`config.mk`:
```
export PLATFORM = sky130hd
export DESIGN_NAME = bist_mult5_core
export DESIGN_NICKNAME = d
export VERILOG_FILES = /design/src/rtl/bist_mult5_core.sv
export SDC_FILE = /design/constraint.sdc
export NUM_CORES = 1
export LEC_CHECK = 0
export ABC_AREA = 1
export BUFFER_PORTS_ARGS = -buffer_cell sky130_fd_sc_hd__buf_2
export CORE_MARGIN = 3
export CORE_UTILIZATION = 48
export CTS_CLUSTER_DIAMETER = 80
export CTS_CLUSTER_SIZE = 20
export DETAILED_ROUTE_END_ITERATION = 16
export PLACE_DENSITY_LB_ADDON = 0.05
export REMOVE_ABC_BUFFERS = 1
export SLEW_MARGIN = 20
export SYNTH_ARGS = -nofsm -noshare
export SYNTH_HDL_FRONTEND = slang
export SYNTH_SLANG_ARGS = --single-unit
```
`constraint.sdc`:
```
create_clock -name clk -period 11.73 [get_ports clk]
set_input_delay 1.173 -clock clk [delete_from_list [all_inputs] [get_ports clk]]
set_output_delay 1.173 -clock clk [all_outputs]
set_load 0.01 [all_outputs]
```
`src/rtl/bist_mult5_core.sv`:
```
// BIST engine: two LFSRs feed a 5x5 array multiplier with stuck-at fault injection,
// and a MISR compacts each product (upper half, then lower half) into a signature.
module bist_mult5_core #(
  parameter logic [4:0] SEED_A = 5'h01,
  parameter logic [4:0] SEED_B = 5'h1F
) (
  input  logic        clk,
  input  logic        reset,
  input  logic        enb,
  input  logic [50:0] fault_places,
  input  logic [50:0] fault_control,
  output logic [4:0]  signature,
  output logic [9:0]  cutinp,
  output logic        done
);

  // state    | meaning
  // PH_UPPER | next enabled cycle compacts p[9:5]
  // PH_LOWER | next enabled cycle compacts p[4:0] and advances the operand LFSRs
  typedef enum logic {PH_UPPER = 1'b0, PH_LOWER = 1'b1} phase_t;

  phase_t      phase, phase_nxt;
  logic [4:0]  a, b, sig;
  logic [4:0]  a_nxt, b_nxt, sig_nxt;
  logic        done_q, done_nxt;

  logic [24:0] pp;
  logic [4:0]  row [5];
  logic [4:0]  x_acc;
  logic [5:0]  sum_k;
  logic [4:0]  s_k;
  logic        cy_k;
  logic [9:0]  p;
  logic        unused_fault_sites;

  function automatic logic [4:0] lfsr_step(input logic [4:0] q);
    return {q[3:0], q[4] ^ q[2]};
  endfunction

  function automatic logic [4:0] misr_step(input logic [4:0] s, input logic [4:0] m);
    return {s[3] ^ m[4], s[2] ^ m[3], s[1] ^ s[4] ^ m[2], s[0] ^ m[1], s[4] ^ m[0]};
  endfunction

  // Sites 49 and 50 exist on the port but drive nothing in the array.
  assign unused_fault_sites = ^{fault_places[50:49], fault_control[50:49]};

  always_comb begin
    pp = '0;
    for (int i = 0; i < 5; i++) begin
      for (int j = 0; j < 5; j++) begin
        pp[5*i+j] = fault_places[5*i+j] ? fault_control[5*i+j] : (a[i] & b[j]);
      end
    end
  end

  always_comb begin
    for (int k = 0; k < 5; k++) begin
      row[k] = '0;
      for (int i = 0; i < 5; i++) begin
        row[k][i] = pp[5*i+k];
      end
    end
  end

  // Ripple of partial-product rows; each row's sum bits and carry are fault sites.
  always_comb begin
    p     = '0;
    sum_k = '0;
    s_k   = '0;
    cy_k  = 1'b0;
    p[0]  = row[0][0];
    x_acc = {1'b0, row[0][4:1]};
    for (int k = 1; k < 5; k++) begin
      sum_k = {1'b0, x_acc} + {1'b0, row[k]};
      for (int j = 0; j < 5; j++) begin
        s_k[j] = fault_places[25+6*(k-1)+j] ? fault_control[25+6*(k-1)+j] : sum_k[j];
      end
      cy_k  = fault_places[30+6*(k-1)] ? fault_control[30+6*(k-1)] : sum_k[5];
      p[k]  = s_k[0];
      x_acc = {cy_k, s_k[4:1]};
    end
    p[9:5] = x_acc;
  end

  always_comb begin
    a_nxt     = a;
    b_nxt     = b;
    sig_nxt   = sig;
    done_nxt  = done_q;
    phase_nxt = phase;
    if (enb && !done_q) begin
      case (phase)
        PH_UPPER: begin
          sig_nxt   = misr_step(sig, p[9:5]);
          phase_nxt = PH_LOWER;
        end
        default: begin
          sig_nxt   = misr_step(sig, p[4:0]);
          a_nxt     = lfsr_step(a);
          phase_nxt = PH_UPPER;
          if (a_nxt == SEED_A) begin
            b_nxt = lfsr_step(b);
            if (b_nxt == SEED_B) done_nxt = 1'b1;
          end
        end
      endcase
    end
  end

  always_ff @(posedge clk or posedge reset) begin
    if (reset) begin
      a      <= SEED_A;
      b      <= SEED_B;
      sig    <= '0;
      phase  <= PH_UPPER;
      done_q <= 1'b0;
    end else begin
      a      <= a_nxt;
      b      <= b_nxt;
      sig    <= sig_nxt;
      phase  <= phase_nxt;
      done_q <= done_nxt;
    end
  end

  assign signature = sig;
  assign cutinp    = {b, a};
  assign done      = done_q;

endmodule

```
After elaboration in Yosys (flattened, before gate mapping)

Cells that the tools add are included.
W data, S select, Z words.

Add/subtract/negate cells: 4
Equal/unequal tests: 2
Muxes and demuxes: 51
Bitwise logic cells: 38
Reduce and logical (&&, ||, !) cells: 5

Operators with widths:

| kind                 | number |
|---|---|
| $mux W1              | 50 |
| $and A1 B1 Y1        | 25 |
| $add A5 B5 Y6        | 3 |
| $xor A1 B1 Y1        | 13 |
| $add A4 B5 Y6        | 1 |
| $eq A5 B1 Y1 const B | 1 |
| $eq A5 B5 Y1 const B | 1 |
| $mux W5              | 1 |
| $reduce_and A4 Y1    | 1 |
| $reduce_and A3 Y1    | 1 |
| $reduce_and A2 Y1    | 1 |
| $logic_and A1 B1 Y1  | 1 |
| $logic_not A1 Y1     | 1 |

Register bits after elaboration: 17
Output and inout port bits: 16
Word-level logic and storage cells: 105

Depth between registers and ports, before layout

Depth after elaboration: 12
Depth in mapped cells: 32
Mapped depth without buffers: 32

Worst setup path after synthesis

OpenSTA, ideal clock, no wires.

Path kind: input-to-reg
Start point: input port fault_places[5]
End point: register sig[0], in the netlist signature[0]
Arrival time: 5.199 ns
Slack: 6.402 ns
Stages on the path: 19
Buffers on the path: 0
Path through: o31ai_1 ha_1 fa_1 mux2_2 ha_1 fa_1 mux2_2 ha_1 fa_1 mux2_2 ha_1 inv_1 fa_1 a21oi_1 o21ai_0 o21ai_0 nand2_1 nand3_1 o21ai_0

Word-level cells in the longest chain between the ends: 11
Elaborated cells on any way between the ends: 17
Classes of those cells: add/sub (4); mux (12); bitwise (1)

Ends and longest elaborated chain:

| element                | RTL line | RTL |
|---|---|---|
| start: declaration     | 10       | `input logic [50:0] fault_places,` |
| $mux W1 (*)            | 51       | `pp[5*i+j] = fault_places[5*i+j] ? fault_control[5*i+j] : (a[i] & b[j]);` |
| $add A4 B5 Y6 (*)      | 74       | `sum_k = {1'b0, x_acc} + {1'b0, row[k]};` |
| $mux W1                | 76       | `s_k[j] = fault_places[25+6*(k-1)+j] ? fault_control[25+6*(k-1)+j] : sum_k[j];` |
| $add A5 B5 Y6 (*)      | 74       |  |
| $mux W1                | 76       |  |
| $add A5 B5 Y6 (*)      | 74       |  |
| $mux W1                | 76       |  |
| $add A5 B5 Y6 (*)      | 74       |  |
| $mux W1 (*)            | 76       |  |
| $xor A1 B1 Y1 (*)      | 41       | `return {s[3] ^ m[4], s[2] ^ m[3], s[1] ^ s[4] ^ m[2], s[0] ^ m[1], s[4] ^ m[0]};` |
| $mux W5 (*)            | 92       | `case (phase)` |
| end signal: assignment | 120      | `sig <= sig_nxt;` |
| end: declaration       | 23       | `logic [4:0] a, b, sig;` |

Mark *: on every way between the ends. The rest lies on a longest branch, timed or not.
A chain may end at the register's enable or synchronous reset.

Worst setup path after layout

Same ends and word-level chain as after synthesis.

==> flow_metrics.env <==
export IMPL_cp_arrival_ns=5.65
export IMPL_grt_pass1_vias=2278
export IMPL_yosys_warnings=0
export IMPL_start_util_pct=51.1
export IMPL_grt_pass1_wl_um=9750
export IMPL_vias=2461
export IMPL_clockBufferDepth=2
export IMPL_power_mw=0.354
export IMPL_postCtsHoldBufs=0
export IMPL_overflow=0
export IMPL_drt_wirelength_per_cell_um=12.5
export IMPL_crit_chain="buf_2 -> o31ai_1 -> ha_1 -> fa_1 -> mux2_2 -> ha_1 -> fa_1 -> mux2_2 -> ha_1 -> fa_1 -> mux2_2 -> ha_1 -> inv_1 -> fa_1 -> a21oi_1 -> o21ai_0 -> o21ai_0 -> or2_1 -> nand3_1 -> o21ai_0"
export IMPL_place_congestion=0.786
export IMPL_syn_area_per_cell_um2=6.61
export IMPL_drive_above_1_share_pct=31.5
export IMPL_hold_slack_ns=0.515
export IMPL_synthToLayoutAreaGrowth_pct=32.1
export IMPL_syn_cell_area_um2=2100
export IMPL_cts_sinks=17
export IMPL_die_h_um=72.2
export IMPL_htree_levels=1
export IMPL_r2r_start="a[0]"
export IMPL_dr_pass1_iters=4
export IMPL_synth_flop_cell="dfrtp_1"
export IMPL_rows=23
export IMPL_die_w_um=72.2
export IMPL_track_usage_pct=23.3
export IMPL_drc=0
export IMPL_setup_tns_ns=0
export IMPL_syn_instance_count=318
export IMPL_num_antenna_cells=0
export IMPL_rsz0062_at_grt="no"
export IMPL_reg2regPathDepth=20
export IMPL_synth_top_area_share_pct=15.7
export IMPL_final_period_utilization_pct=47.1
export IMPL_yosysUniqueCellTypes=33
export IMPL_clock_skew_ns=0.00246
export IMPL_final_max_slew_viol_count=0
export IMPL_cp_slowest_stage_delay_ns=0.50
export IMPL_finalSetupViolCount=0
export IMPL_nNetsFinal=565
export IMPL_drtIter0Drc=86
export IMPL_hold_class="reg2reg"
export IMPL_critPathMaxFanout=2
export IMPL_holdPathStages=2
export IMPL_layout_min_cycle_time_ns=5.53
export IMPL_insertion_delay_ns=0.25
export IMPL_synthTopCellsByArea="nand2_1 16%, dfrtp_1 13%, ha_1 12%, inv_1 8.7%, o21ai_0 8.1%"
export IMPL_required_ns=11.85
export IMPL_slew_headroom_pct=54.7
export IMPL_path_class="in2reg"
export IMPL_outcome="finished, final reports clean"
export IMPL_worst_pin_slew_ns=0.678
export IMPL_synth_most_common_cell="nand2_1"
export IMPL_synth_common_cells="88 x nand2_1, 49 x inv_1, 34 x o21ai_0"
export IMPL_power_leakage_nw=1.60
export IMPL_cp_start_kind="input port"
export IMPL_cap_violations=0
export IMPL_min_to="b[1]"
export IMPL_antenna_left=0
export IMPL_p_per_area_nw_per_um2=127
export IMPL_antenna_found_initial=0
export IMPL_place_hpwl_um=5110
export IMPL_cts_buffers_inserted=3
export IMPL_drt_wl_total_um=6070
export IMPL_clkTransAtPathRegs_ns=0.07
export IMPL_pin_count=121
export IMPL_rrSetupSlack_ns=6.51
export IMPL_min_from="b[1]"
export IMPL_portBuffers=116
export IMPL_yosysSeqAreaShare_pct=20.6
export IMPL_vias_per_cell=5.07
export IMPL_cts_root_buf="clkbuf_8"
export IMPL_synth_top_area_cell="nand2_1"
export IMPL_r2r_end="signature[0]"
export IMPL_ir_drop_v=0.0000925
export IMPL_die_area_um2=5210
export IMPL_ys_ff_latch=17
export IMPL_grt_start_max_net_pins=18
export IMPL_synth_edff_count=0
export IMPL_synthArstFlopShare_pct=100
export IMPL_core_um2=4120
export IMPL_cts_tree="done"
export IMPL_postLayoutCoreUtil_pct=67.5
export IMPL_hold_violations=0
export IMPL_fmax_mhz=181
export IMPL_crit_slowest_cell="fa_1"
export IMPL_cts_resized=0
export IMPL_postCtsSetupBuffers=0
export IMPL_endpoint_kind="register"
final cells by class:
cell class / count / area (µm²)
timing repair buffer: 116 / 581
inverter: 50 / 189
multi-input combinational: 248 / 1470
sequential: 17 / 433
tap: 50 / 62.6
fill: 415 / 1340
clock buffer: 4 / 45.0
registers in the layout, indices dropped and copies added, names as in the netlist:
| name | cells |
|---|---|
| phase | 1 |
| a | 5 |
| done | 1 |
| signature | 5 |
| b | 5 |
per-layer routing:
metal	wire length (µm)	global-route usage (%)	share of wire, %
met5	0	0	0
met4	33	4.18	0.54
met3	474	2.08	7.8
met2	2860	41.2	47
met1	2700	31.1	44
critical path: cells and delay by family:
family / cells / cell delay (ns)
simple gates: 2 / 0.28
buf+inv: 2 / 0.15
fa+ha+maj: 8 / 2.61
mux: 3 / 0.69
compound gates: 5 / 0.73
power breakdown:
group	switching, mW	leakage (nW)	internal [mW]
Clock	0.0198	0.0228	0.0241
Sequential	0.0265	0.196	0.0814
Combinational	0.122	1.38	0.0805
worst max path at each step:
stage	end	start	slack (ns)	depth (start not counted)
after global placement	signature[0]	fault_places[5]	6.01	20
after global routing	signature[0]	fault_places[1]	5.89	23
final	signature[0]	fault_places[5]	6.20	20
after floorplan	signature[0]	fault_places[5]	6.40	19
after detailed placement	signature[0]	fault_places[5]	6.00	20
after CTS	signature[0]	fault_places[5]	6.19	20
through the flow:
| step | cell area, µm² | instances | setup slack, ns |
|---|---|---|---|
| floorplan | 2090 | 315 | 6.40 |
| global placement | 2730 | 481 | 6.01 |
| detailed placement | 2730 | 481 | 6.00 |
| CTS | 2780 | 485 | 6.19 |
| global route | 2780 | 485 | 5.89 |
| finish | 2780 | 485 | 6.20 |
cells in the final DEF, fill, tap and decap left out:
cell type / n
buf_2: 116
nand2_1: 88
inv_1: 49
o21ai_0: 34
a21oi_1: 25
ha_1: 20
nand3_1: 18
o31ai_1: 15
nor2_1: 13
dfrtp_1: 11
dfstp_2: 6
xor2_1: 5
fa_1: 4
xnor2_1: 3
nor3_1: 3
mux2_2: 3
clkbuf_8: 3
nor2_4: 2
or2_2: 2
o22ai_1: 2
nand2_4: 1
clkinv_2: 1
or2_1: 1
a31oi_1: 1
nand4_1: 1
nand4_4: 1
nand3b_1: 1
and2_1: 1
nor2_2: 1
nor4_1: 1
a21o_2: 1
a22oi_1: 1
clkbuf_1: 1
logic make-up after synthesis:
logic type | after synthesis | share of synthesized area (%)
DFF | 17 | 20.6
AOI/OAI and AO/OA | 79 | 21.1
and+or+nand+nor | 134 | 28.1
muxes | 3 | 1.61
xor gates and xnor gates | 8 | 3.33
buffers and inverters | 53 | 9.64
adders and majority gates | 24 | 15.7
No activity file was read; power rests on OpenSTA's default activity.
